<file path="config.mk">
export PLATFORM = sky130hd
export DESIGN_NAME = uart_rx
export DESIGN_NICKNAME = d
export VERILOG_FILES = /design/src/rtl/uart_rx.sv
export SDC_FILE = /design/constraint.sdc
export NUM_CORES = 1
export LEC_CHECK = 0
export CAP_MARGIN = 0
export CORE_ASPECT_RATIO = 1.25
export CORE_MARGIN = 1
export CORE_UTILIZATION = 30
export DETAILED_ROUTE_END_ITERATION = 10
export SYNTH_ARGS = -nofsm -noshare
export SYNTH_HDL_FRONTEND = slang
export SYNTH_SLANG_ARGS = --single-unit
</file>
<file path="constraint.sdc">
create_clock -name clock_i -period 2.9 [get_ports clock_i]
set_clock_uncertainty 0.15 [all_clocks]
set_input_delay 0.435 -clock clock_i [delete_from_list [all_inputs] [get_ports clock_i]]
set_output_delay 0.435 -clock clock_i [all_outputs]
set_load 0.02 [all_outputs]
</file>
<file path="src/rtl/uart_rx.sv">
// UART receiver: 2-flop synchronized serial input, mid-bit sampling, 8 data bits LSB first,
// optional parity and 1/2 stop bits; delivers each byte with a one-cycle valid strobe.
module uart_rx #(
  parameter int unsigned CLOCK_DIVIDER_WIDTH = 16
) (
  input  logic                           clock_i,
  input  logic                           reset_n_i,
  input  logic                           serial_i,
  input  logic [CLOCK_DIVIDER_WIDTH-1:0] clock_divider_i,
  input  logic                           two_stop_bits_i,
  input  logic                           parity_bit_i,
  input  logic                           parity_even_i,
  output logic [7:0]                     data_o,
  output logic                           valid_o,
  output logic                           parity_error_o,
  output logic                           framing_error_o,
  output logic                           busy_o
);

  localparam logic [2:0] ST_WAIT_IDLE = 3'd0;
  localparam logic [2:0] ST_IDLE      = 3'd1;
  localparam logic [2:0] ST_START     = 3'd2;
  localparam logic [2:0] ST_DATA      = 3'd3;
  localparam logic [2:0] ST_PARITY    = 3'd4;
  localparam logic [2:0] ST_STOP      = 3'd5;

  localparam logic [CLOCK_DIVIDER_WIDTH-1:0] DIV_ONE = CLOCK_DIVIDER_WIDTH'(1);
  localparam logic [CLOCK_DIVIDER_WIDTH-1:0] DIV_MIN = CLOCK_DIVIDER_WIDTH'(4);

  logic [1:0]                     sync_q, sync_d;
  logic                           rx_prev_q, rx_prev_d;
  logic [2:0]                     state_q, state_d;
  logic [CLOCK_DIVIDER_WIDTH-1:0] timer_q, timer_d;
  logic [CLOCK_DIVIDER_WIDTH-1:0] div_q, div_d;
  logic                           two_stop_q, two_stop_d;
  logic                           par_en_q, par_en_d;
  logic                           par_even_q, par_even_d;
  logic [7:0]                     shift_q, shift_d;
  logic [2:0]                     bit_cnt_q, bit_cnt_d;
  logic                           stop_cnt_q, stop_cnt_d;
  logic                           perr_acc_q, perr_acc_d;
  logic                           ferr_acc_q, ferr_acc_d;
  logic [7:0]                     data_q, data_d;
  logic                           valid_q, valid_d;
  logic                           parity_error_q, parity_error_d;
  logic                           framing_error_q, framing_error_d;

  logic                           rx;
  logic                           timer_zero;
  logic                           ferr_now;
  logic [CLOCK_DIVIDER_WIDTH-1:0] div_clamped;

  assign rx          = sync_q[1];
  assign timer_zero  = (timer_q == '0);
  assign ferr_now    = ferr_acc_q | ~rx;
  assign div_clamped = (clock_divider_i < DIV_MIN) ? DIV_MIN : clock_divider_i;

  always_comb begin
    sync_d          = {sync_q[0], serial_i};
    rx_prev_d       = rx;
    state_d         = state_q;
    timer_d         = timer_q;
    div_d           = div_q;
    two_stop_d      = two_stop_q;
    par_en_d        = par_en_q;
    par_even_d      = par_even_q;
    shift_d         = shift_q;
    bit_cnt_d       = bit_cnt_q;
    stop_cnt_d      = stop_cnt_q;
    perr_acc_d      = perr_acc_q;
    ferr_acc_d      = ferr_acc_q;
    data_d          = data_q;
    valid_d         = 1'b0;
    parity_error_d  = parity_error_q;
    framing_error_d = framing_error_q;

    case (state_q)
      ST_WAIT_IDLE: begin
        if (rx) state_d = ST_IDLE;
      end
      ST_IDLE: begin
        if (rx_prev_q && !rx) begin
          state_d    = ST_START;
          div_d      = div_clamped;
          two_stop_d = two_stop_bits_i;
          par_en_d   = parity_bit_i;
          par_even_d = parity_even_i;
          // half-period first load puts every later sample at mid-bit
          timer_d    = (div_clamped >> 1) - DIV_ONE;
        end
      end
      ST_START, ST_DATA, ST_PARITY, ST_STOP: begin
        if (!timer_zero) begin
          timer_d = timer_q - DIV_ONE;
        end else begin
          timer_d = div_q - DIV_ONE;
          case (state_q)
            ST_START: begin
              if (!rx) begin
                state_d   = ST_DATA;
                bit_cnt_d = '0;
              end else begin
                state_d = ST_IDLE;
              end
            end
            ST_DATA: begin
              shift_d   = {rx, shift_q[7:1]};
              bit_cnt_d = bit_cnt_q + 3'd1;
              if (bit_cnt_q == 3'd7) begin
                state_d    = par_en_q ? ST_PARITY : ST_STOP;
                stop_cnt_d = 1'b0;
                perr_acc_d = 1'b0;
                ferr_acc_d = 1'b0;
              end
            end
            ST_PARITY: begin
              perr_acc_d = ((^shift_q) ^ rx) != ~par_even_q;
              state_d    = ST_STOP;
            end
            default: begin
              if (!two_stop_q || stop_cnt_q) begin
                data_d          = shift_q;
                valid_d         = 1'b1;
                parity_error_d  = perr_acc_q;
                framing_error_d = ferr_now;
                state_d         = rx ? ST_IDLE : ST_WAIT_IDLE;
              end else begin
                stop_cnt_d = 1'b1;
                ferr_acc_d = ferr_now;
              end
            end
          endcase
        end
      end
      default: state_d = ST_WAIT_IDLE;
    endcase
  end

  always_ff @(posedge clock_i or negedge reset_n_i) begin
    if (!reset_n_i) begin
      sync_q          <= '1;
      rx_prev_q       <= 1'b1;
      state_q         <= ST_WAIT_IDLE;
      timer_q         <= '0;
      div_q           <= DIV_MIN;
      two_stop_q      <= 1'b0;
      par_en_q        <= 1'b0;
      par_even_q      <= 1'b0;
      shift_q         <= '0;
      bit_cnt_q       <= '0;
      stop_cnt_q      <= 1'b0;
      perr_acc_q      <= 1'b0;
      ferr_acc_q      <= 1'b0;
      data_q          <= '0;
      valid_q         <= 1'b0;
      parity_error_q  <= 1'b0;
      framing_error_q <= 1'b0;
    end else begin
      sync_q          <= sync_d;
      rx_prev_q       <= rx_prev_d;
      state_q         <= state_d;
      timer_q         <= timer_d;
      div_q           <= div_d;
      two_stop_q      <= two_stop_d;
      par_en_q        <= par_en_d;
      par_even_q      <= par_even_d;
      shift_q         <= shift_d;
      bit_cnt_q       <= bit_cnt_d;
      stop_cnt_q      <= stop_cnt_d;
      perr_acc_q      <= perr_acc_d;
      ferr_acc_q      <= ferr_acc_d;
      data_q          <= data_d;
      valid_q         <= valid_d;
      parity_error_q  <= parity_error_d;
      framing_error_q <= framing_error_d;
    end
  end

  assign data_o          = data_q;
  assign valid_o         = valid_q;
  assign parity_error_o  = parity_error_q;
  assign framing_error_o = framing_error_q;
  assign busy_o          = (state_q != ST_IDLE);

endmodule

</file>
; Word level (Yosys, flattened, before mapping)
; Index checks and enable logic that the tools add are counted.
[totals]
register_bits = 66
input_bits = 22
[classes]
addsub = 4
n_lt_le_gt_ge = 1
n_eq_ne = 16
n_mux = 26
n_bitwise = 6
n_reduce_logical = 21
[op_table]
columns = cell, n
row1 = 16-bit 2-to-1 mux, 3
row2 = 16-bit one-hot mux with 2 select lines, 1
row3 = "16-bit by 1-bit subtractor with 16-bit output, second input constant", 2
row4 = 3-bit 2-to-1 mux, 6
row5 = 3-bit one-hot mux with 3 select lines, 2
row6 = 16-bit zero test, 1
row7 = "16-bit by 3-bit less-than comparator with 1-bit output, second input constant", 1
row8 = "15-bit by 1-bit subtractor with 16-bit output, second input constant", 1
row9 = 4-bit AND reduction, 3
row10 = "2-bit inequality test, second input constant", 5
row11 = 5-bit AND reduction, 2
row12 = "3-bit == test, second input constant", 3
row13 = 1-bit 2-to-1 mux, 9
row14 = 8-bit parity, 1
row15 = "3-bit by 2-bit == test with 1-bit output, second input constant", 2
row16 = 1-bit one-hot mux with 2 select lines, 3
row17 = 3-bit one-hot mux with 2 select lines, 1
row18 = 2-bit nonzero test, 3
row19 = "5-bit inequality test, second input constant", 1
row20 = 1-bit inverter, 4
row21 = 2-bit AND reduction, 2
row22 = 4-bit OR reduction, 1
row23 = "3-bit by 1-bit adder with 3-bit output, second input constant", 1
row24 = "3-bit by 1-bit == test with 1-bit output, second input constant", 1
row25 = other kinds (14), 15

; Logic depth before layout (Yosys ltp)
; Gate-level depths: netlist of run 1.
[logic_depth]
depth_word = 6
depth_mapped = 14

; Worst setup path after synthesis of run 1
; OpenSTA, ideal clock, no wires.
[synth_path]
kind = register to register
from = reg state_q[2]
to = reg timer_q[10]
setup_ns = 0.104
t_arrival_ns = 2.966
t_required_ns = 2.646
path_slack_ns = -0.319
path_stages_with_launch = 14
synth_period_minus_slack_ns = 3.219
cell_sequence = dfrtp_1 -> inv_1 -> ha_1 -> buf_6 -> buf_2 -> o21ai_0 -> nand2_1 -> ha_1 -> o21ai_0 -> a311oi_4 -> o211ai_4 -> nor3_4 -> o21ai_1 -> a221oi_1
[synth_between]
elab_chain_cells = 4
[synth_rtl]
columns = element, line
row1 = start: declaration, 32  ; logic [2:0] state_q, state_d;
row2 = start signal: assignment, 161  ; state_q <= state_d;
row3 = 3-bit == test or 3-bit by 2-bit == test with 1-bit output (tied branches), 77  ; case (state_q)
row4 = 4-bit OR reduction, 77
row5 = 2-bit nonzero test (no source line), --
row6 = 2-bit AND reduction (no source line), --
row7 = end signal: assignment, 162  ; timer_q <= timer_d;
row8 = end: declaration, 33  ; logic [CLOCK_DIVIDER_WIDTH-1:0] timer_q, timer_d;
; Parallel ways exist; a longest one is shown, timed or not.
; A chain may end at the register's enable or synchronous reset.

; Worst setup path in the final report of run 1
[layout_path]
from = reg state_q[2]
to = reg timer_q[8]
; Same word-level chain as after synthesis.

==> results of run 1 <==
-- cells in the final DEF (no fill, tap or decap), types with 4 or more instances in the layout --
cell and instances:
sky130_fd_sc_hd__dfstp_2 4, sky130_fd_sc_hd__clkbuf_16 9, sky130_fd_sc_hd__xor2_1 5, sky130_fd_sc_hd__dfrtp_1 60, sky130_fd_sc_hd__clkdlybuf4s50_1 22, sky130_fd_sc_hd__inv_1 7
sky130_fd_sc_hd__nand3_1 5, sky130_fd_sc_hd__nor4_2 4, sky130_fd_sc_hd__nand2_1 35, sky130_fd_sc_hd__dlymetal6s2s_1 5, sky130_fd_sc_hd__a21oi_1 17, sky130_fd_sc_hd__o21ai_0 17
sky130_fd_sc_hd__nand2b_1 4, sky130_fd_sc_hd__nor2_1 28, sky130_fd_sc_hd__dlygate4sd2_1 5, sky130_fd_sc_hd__mux2_2 40, sky130_fd_sc_hd__xnor2_1 12, sky130_fd_sc_hd__o21ai_1 5
sky130_fd_sc_hd__nor4_1 5, sky130_fd_sc_hd__buf_4 56, sky130_fd_sc_hd__and3_1 4
-- synthesized netlist by cell type (5+ instances only) --
cell type / instances
sky130_fd_sc_hd__a21oi_1: 17
sky130_fd_sc_hd__clkbuf_1: 11
sky130_fd_sc_hd__dfrtp_1: 62
sky130_fd_sc_hd__ha_1: 5
sky130_fd_sc_hd__inv_1: 9
sky130_fd_sc_hd__mux2_2: 40
sky130_fd_sc_hd__nand2_1: 36
sky130_fd_sc_hd__nand3_1: 5
sky130_fd_sc_hd__nor2_1: 29
sky130_fd_sc_hd__nor4_1: 9
sky130_fd_sc_hd__o21ai_0: 21
sky130_fd_sc_hd__xnor2_1: 13
sky130_fd_sc_hd__xor2_1: 5
-- where the power goes --
group	switching [W]	internal, W
registers	0.000280	0.00120
logic	0.00135	0.00124
clock network	0.000436	0.000847
total	0.00206	0.00329
-- sequential cells by signal, summed over array words and instances (netlist names), 2 cells and up --
name       count
sync_q         2
shift_q        8
div_q         16
data_o         8
state_q        3
timer_q       16
bit_cnt_q      3
-- worst max-delay path by stage --
stage                                start                      end  slack [ns]  depth (start not counted)
floorplan           state_q[1]$_DFFE_PN0P_  timer_q[10]$_DFFE_PN0P_        0.03                         11
global placement       clock_divider_i[13]  timer_q[10]$_DFFE_PN0P_       -0.53                         13
detailed placement     clock_divider_i[13]  timer_q[10]$_DFFE_PN0P_       -0.56                         13
CTS                     clock_divider_i[8]   timer_q[8]$_DFFE_PN0P_       0.001                         14
global route            clock_divider_i[8]  timer_q[10]$_DFFE_PN0P_       -0.12                         13
finish              state_q[2]$_DFFE_PN0P_   timer_q[8]$_DFFE_PN0P_        0.04                         14
-- final cells by class --
| class | instances | area (µm²) | share of cell area, % |
|---|---|---|---|
| Tap cell | 161 | 201.4 | 3.986 |
| Sequential cell | 66 | 1659 | 32.83 |
| Clock inverter | 7 | 125.1 | 2.476 |
| Multi-Input combinational cell | 262 | 2011 | 39.79 |
| Inverter | 9 | 33.78 | 0.6685 |
| Clock buffer | 9 | 225.2 | 4.457 |
| Timing Repair Buffer | 92 | 798.3 | 15.80 |
-- stage by stage --
step | setup WS [ns] | total power [W] | hold slack [ns] | util, % | area (µm²)
after global placement | -0.5320 | 0.003715 | 0.1957 | 38.11 | 4489
final | 0.03660 | 0.005359 | -0.01299 | 42.90 | 5054
after global routing | -0.1192 | 0.005701 | 0.04820 | 42.90 | 5054
after detailed placement | -0.5637 | 0.003759 | 0.1978 | 38.11 | 4489
after CTS | 0.001491 | 0.005095 | 0.002911 | 41.43 | 4881
after floorplan | 0.02996 | 0.002973 | -0.01059 | - | 3680
-- logic make-up (layout without fill, tap and decap cells) --
logic type               Yosys count  count (layout)  synth area share, %
XOR/XNOR                          18              18                4.305
buffers and inverters             25             117                2.972
AND/OR/NAND/NOR                  113             113                15.44
multiplexers                      42              42                12.98
flip-flops                        66              66                45.23
AO/OA/AOI/OAI                     84              84                17.36
adder cells (fa/ha/maj)            5               5                1.708
-- layer usage --
metal / GRT usage (%) / part of all wire [%]
met1: 19.72 / 43
met2: 28.40 / 51
met3: 2.515 / 3.1
met4: 8.355 / 3.7
met5: 0 / 0
-- repair_timing --
action | in CTS | in global routing
gates cloned | 0 | 0
resized for setup | 11 | 25
setup endpoints to repair | 4 | 8
pin swaps | 13 | 13
buffers inserted | 2 | 11
hold buffers | 0 | 0
==> results.txt, run 1 <==
* Share of async-settable or async-resettable flops after synthesis: between 90% and 100%
- Number of H-tree levels: 3
- Dividing the synthesized area by the synthesized cell count gives about 10 µm².
* Root buffer selected by CTS: sky130_fd_sc_hd__clkbuf_16
* Maximum number of pins on one net before global-route repair: 38
- Overall die height: 125.5 µm
* Antenna diode count: 0
* Critical Path Source Type: flip-flop
- After filler insertion, the fill cell instance count of the layout stands at 1129.
- Layout overhead on the synthesized area: 37.99%
- The critical path goes through inv_2 > ha_4 > buf_8 > a311o_1 > nand2_2 > ha_4 > o21ai_4 > a311oi_4 > o211ai_4 > buf_4 > buf_6 > buf_4 > xnor2_2 > o21ai_1.
* Aggregate negative setup slack: 0 ns
- The worst register-to-register path begins at state_q[2]$_DFFE_PN0P_.
* Post-synthesis cell type count: between 60 and 70
* Maximum single-stage delay on the critical path: 0.40 ns
- Grouping stages by cell kind, the critical path spends the most delay in compound AO/OA/AOI/OAI gates.
* Initial standard-cell utilization of the core: a little under a third
* Required arrival time at the worst endpoint: about 3 ns
- The worst pin sits at a relative slew slack of a little over half.
- Estimated wirelength of the detail-placed design: around 6900 µm
- Final Hold Viols: 21
- The cell count after synthesis came out at between 300 and 400.
- Share of the clock period used by the worst path after layout: approximately 100%
- Summed over its instances, the top area cell type makes up a little over two fifths of the synthesized netlist area.
* Max-cap violations: 0
- The number of global-route vias before repair is approximately 3200.
- For this block, the routed nets add up to between 9000 and 10000 µm of wire.
* Gp weighted congestion: approximately 0.88
- Via count normalized by instance count: slightly above 5
* Violations in the final reports: hold timing
- The routed design could run at a clock period as short as 2.863 ns.
- IR drop worst, VDD: 0.0004040 V
* Highest-delay cell along the critical path: sky130_fd_sc_hd__dfrtp_2
* Kind of critical path: flip-flop to flip-flop
* Clock slew seen by the registers of the worst setup and hold paths: 0.06 ns
- The routed layout has slightly above 3000 vias.
- STA classifies the critical path endpoint as a flip-flop.
- Dividing total power by cell area gives a power density of approximately 1100 nW/µm².
* CP Data Arrival Time: ~3 ns
* Synthesized cell area: 3662 µm²
- Number of standard-cell rows in the floorplan: 44
- In the post-synthesis netlist, the biggest area contributors are sky130_fd_sc_hd__dfrtp_1 42%, sky130_fd_sc_hd__mux2_2 12%, sky130_fd_sc_hd__nand2_1 3.7%.
- TritonCTS built the clock tree.
* Fin Hold WS: -0.01299 ns
- The min-delay analysis places its worst path in the category input port to async pin.
- Fin cells: 606
- Number of warnings printed during yosys synthesis: 0
- For this run, the post-layout net count is around 470.
* Port Buffer Count: 33
- In this run the worst path has a maximum fanout of 7.
- Drt first-iter violations: about 130
* Max-slew violation total from the final report: 0
- The number of nets in the synthesized netlist is 380.
* Static Leak: around 2.2 nW
- Setup violations, final: 0
- Clock buffer count from CTS: 9
- Counting flops with a built-in enable in the synthesized netlist gives 0.
- Synthesis inferred 66 register bits.
- Number of cells after detailed placement: 577
* Actual slew at the worst max-slew pin: just under 0.7 ns
- The most used flip-flop cell after synthesis is sky130_fd_sc_hd__dfrtp_1.
- Wire length of the first global-routing pass: about 16000 µm
- Detailed-router iteration count before antenna repair: 4
- The die covers between 10000 and 15000 µm².
- DRC violations left: 0
- For the worst-skew pair, the clock arrives at the later sink with an insertion delay of 0.34 ns.
* Die Span X: approximately 100 µm
- No sink is reached through more buffers than the 2 on the longest clock path.
- R2R depth: 14
* Cell type contributing the most total cell area after synthesis: sky130_fd_sc_hd__dfrtp_1
- Fraction of the yosys area taken by sequential cells: approximately 45%
- Fmax: 349.2 MHz
- The total overflow left after global routing is 0.
- Setup repair after global routing could not meet its margin everywhere.
- Critical path buffer and inverter count: 5
- Outcome: finished, violations left
- The worst register-to-register path ends at timer_q[8]$_DFFE_PN0P_.
* CORE AREA: 11780 µm²
- CTS saw 66 sinks.
- Global Route Usage Sum: between 10% and 20%
- The number of antenna violations at the first check in global routing came to 0.
- 34 I/O pins were placed.
- Count of antenna-violating nets left after detailed routing: 0
- Setup slack, reg-to-reg: 0.04 ns
* Fraction of final layout cells with drive strength greater than 1: 35.06%
- In the final routed layout, each cell accounts on average for between 15 and 20 µm.
(Power assumes the default switching activity.)
==> run 2, diff against run 1 <==
--- a/config.mk
+++ b/config.mk
@@ -10,6 +10,7 @@
 export CORE_MARGIN = 1
 export CORE_UTILIZATION = 30
 export DETAILED_ROUTE_END_ITERATION = 10
+export SETUP_SLACK_MARGIN = 0.5
 export SYNTH_ARGS = -nofsm -noshare
 export SYNTH_HDL_FRONTEND = slang
 export SYNTH_SLANG_ARGS = --single-unit
==> run 2 against run 1 <==
Total power up 8.0%. Count of clock-buffer cells in the layout unchanged. Critical endpoint is now timer_q[14]$_DFFE_PN0P_. Maximum frequency is 0.26% higher. Sequential share of layout area is 1.8 points lower. Cell count is 2.5% higher. Largest power group unchanged. First-iteration DRC count is 7.9% higher. Combinational power rose by 15%. Die area unchanged. Via count up 5.2%. The flow now finishes without violations. Flip-flop and latch count unchanged. Clock power hardly changed.
==> results.txt, run 2 (same netlist as run 1, synthesis figures left out) <==
- For this design the total switching power over the nets is 0.002251 W.
- Aggregate negative setup slack: 0 ns
- Entering global routing, the biggest net connects 39 pins.
- Of all nets on the critical path, the largest fanout is 6.
- The first global-routing pass estimated approximately 16000 µm of wire.
- Unrepaired setup endpoints after global routing: true
- Via count of the first global-routing pass: approximately 3300
- Fraction of final layout cells with drive strength greater than 1: 41.96%
* Clock buffer count from CTS: 9
- Worst hold-check path type: input port to async pin
* Post-route setup slack: approximately 0.044 ns
- The clock net in this run drives a total of 66 sinks.
- Fmax: about 350 MHz
- The filler cells instantiated in the layout total 1104.
- The die covers 12660 µm².
- After detailed routing, the total wire length is 10630 µm.
- TritonCTS built the clock tree.
- Cell internal power was estimated by the tool at approximately 0.0035 W.
- The tightest hold path in the finished design has a slack of around 0.0015 ns.
- For this run, design rule violations remaining after detail routing come to 0.
- In this run the static leakage power is around 2.3 nW.
- The run finished with clean final reports.
- In this run the power density over the cells is between 1000 and 1500 nW/µm².
- Setup violations, final: 0
- Root buffer selected by CTS: sky130_fd_sc_hd__clkbuf_16
* Overall die height: ~130 µm
* IR drop worst, VDD: ~0.00050 V
- Across all layers, the routed design uses about 3200 vias.
* Critical path endpoint category: flip-flop
* Overall power: approximately 0.0058 W
- The later pin in the worst-skew pair is clocked with a latency of around 0.34 ns.
- For the finished layout, the period the worst path requires is 2.856 ns.
- In this run, placement finished with an instance count of around 570.
- Of the total power, registers draw a little over a quarter.
- 0 antenna diodes ended up in the layout.
- Fin cells: 621
- In the layout the commonest cells are 59 x sky130_fd_sc_hd__buf_4, 57 x sky130_fd_sc_hd__dfrtp_1, 38 x sky130_fd_sc_hd__mux2_2.
- The library cell used most frequently in the layout, excluding fill and tap cells, is sky130_fd_sc_hd__buf_4.
- Actual slew at the worst max-slew pin: between 0.7 and 0.8 ns
- The count of nets left with antenna violations once routing finished came out at 0.
- The detailed router finished its first iteration with 136 violations.
- Port Buffer Count: 33
* Max transition margin: between 50% and 60%
- Kind of critical path: flip-flop to flip-flop
* Share of the clock period used by the worst path after layout: between 90% and 100%
* Cell breakdown of the critical path: inv_2 > ha_4 > buf_6 > mux2_4 > or2_4 > a311oi_4 > o211ai_4 > buf_12 > a2111oi_4 > xnor2_1 > o21ai_1
- Global routing used approximately 17% of the available tracks across all layers.
- Combinational cells account for about half of the total power.
- Layout overhead on the synthesized area: 46.40%
- In this run the standard cell core region covers between 10000 and 15000 µm².
- Detailed-router iteration count before antenna repair: 4
- After detailed routing, the average wire length per cell comes to between 15 and 20 µm.
- The hold violation count in the final report was 0.
- Pre-CTS WS: -0.4115 ns
- The largest single stage delay on the critical path is 0.38 ns.
- Required arrival time at the worst endpoint: 2.97 ns
* Gp weighted congestion: between 0.8 and 0.9
* Estimated wirelength of the detail-placed design: between 6000 and 7000 µm
- Congestion Overflow GR: 0
- Critical path buffer and inverter count: 3
- The number of antenna violations at the first check in global routing came to 0.
- In the final layout, the registers with the most flip-flops are div_q x16, timer_q x16.
- At the worst endpoint, the arrival time is around 2.9 ns.
* Highest-delay cell along the critical path: sky130_fd_sc_hd__dfrtp_2
- In this run switching power makes up about two fifths of total power.
- After detailed routing, the number of vias per cell comes to a little over 5.
* Net count, final: around 480
* Clk pwr share: approximately 22%
- Clock slew seen by the registers of the worst setup and hold paths: approximately 0.06 ns
* Critical Path Source Type: flip-flop
- The H-tree was split into 3 levels.
- Max-cap violations: 0
- Number of ports placed on the die boundary: 34
* Max Root-Sink Buffers: 2
* Number of standard-cell rows in the floorplan: 44
- Cell class contributing the biggest share of worst-path delay: compound AO/OA/AOI/OAI gates
* Die Span X: 100.8 µm
- Once the floorplan was initialized, standard cells occupied 31.09% of the core.
- Max-slew violation total from the final report: 0
-- run 2: worst reg2reg max path, delay by kind of cell, from the launching register on --
kind / cells / cell delay, ns
compound gates: 4 / 0.79
flops: 1 / 0.38
buf+inv: 3 / 0.38
fa+ha+maj: 1 / 0.33
mux: 1 / 0.31
simple gates: 1 / 0.24
xor+xnor: 1 / 0.16
-- run 2: power groups by stage --
stage / clock (W) / sequential (W) / combinational [W]
after floorplan: 0 / 0.00139 / 0.00166
after global placement: 0 / 0.00148 / 0.00223
after detailed placement: 0 / 0.00149 / 0.00228
after CTS: 0.00128 / 0.00151 / 0.00268
after global routing: 0.00132 / 0.00158 / 0.00321
final: 0.00125 / 0.00155 / 0.00298
-- run 2: stage by stage --
step	cell area (µm²)	util [%]
floorplan	3731	-
global placement	4501	38.20
detailed placement	4501	38.20
CTS	5106	43.34
global route	5361	45.51
finish	5361	45.51
-- run 2: repair_timing --
| action | in CTS | in global routing |
|---|---|---|
| buffers inserted | 16 | 16 |
| gates cloned | 0 | 1 |
| resized for setup | 44 | 33 |
| hold buffers | 0 | 0 |
| endpoints found under the setup margin | 34 | 33 |
| pin swaps | 14 | 18 |
-- run 2: worst paths after layout --
path	startpoint	endpoint	slack, ns	cells after the start
worst max register to register	state_q[2]$_DFFE_PN0P_	timer_q[14]$_DFFE_PN0P_	0.04	11
worst max-delay path	state_q[2]$_DFFE_PN0P_	timer_q[14]$_DFFE_PN0P_	0.04	11
min in group clock_i	sync_q[0]$_DFF_PN1_	sync_q[1]$_DFF_PN1_	0.21	0
worst min-delay path	reset_n_i	data_o[2]$_DFFE_PN0P_	0.002	1
worst min register to register	sync_q[0]$_DFF_PN1_	sync_q[1]$_DFF_PN1_	0.21	0
max in group asynchronous	reset_n_i	div_q[2]$_DFFE_PN1P_	1.88	2
-- run 2: area by class of cell --
type                            count  area (µm²)  share of cell area (%)
Timing Repair Buffer              106       948.4                   17.69
Tap cell                          161       201.4                   3.757
Clock buffer                        9       225.2                   4.201
Clock inverter                      7       117.6                   2.194
Multi-Input combinational cell    263        2172                   40.51
Inverter                            9       33.78                  0.6301
Sequential cell                    66        1663                   31.02
-- run 2: metal layers --
| layer | GRT usage [%] | part of all wire, % | vias to the layer above | routed length, µm |
|---|---|---|---|---|
| li1 | - | - | 1502 | - |
| met1 | 19.73 | 41 | 1584 | 4313 |
| met2 | 29.09 | 50 | 92 | 5304 |
| met3 | 3.298 | 4.0 | 38 | 423 |
| met4 | 9.037 | 5.5 | 0 | 587 |
| met5 | 0 | 0 | - | 0 |
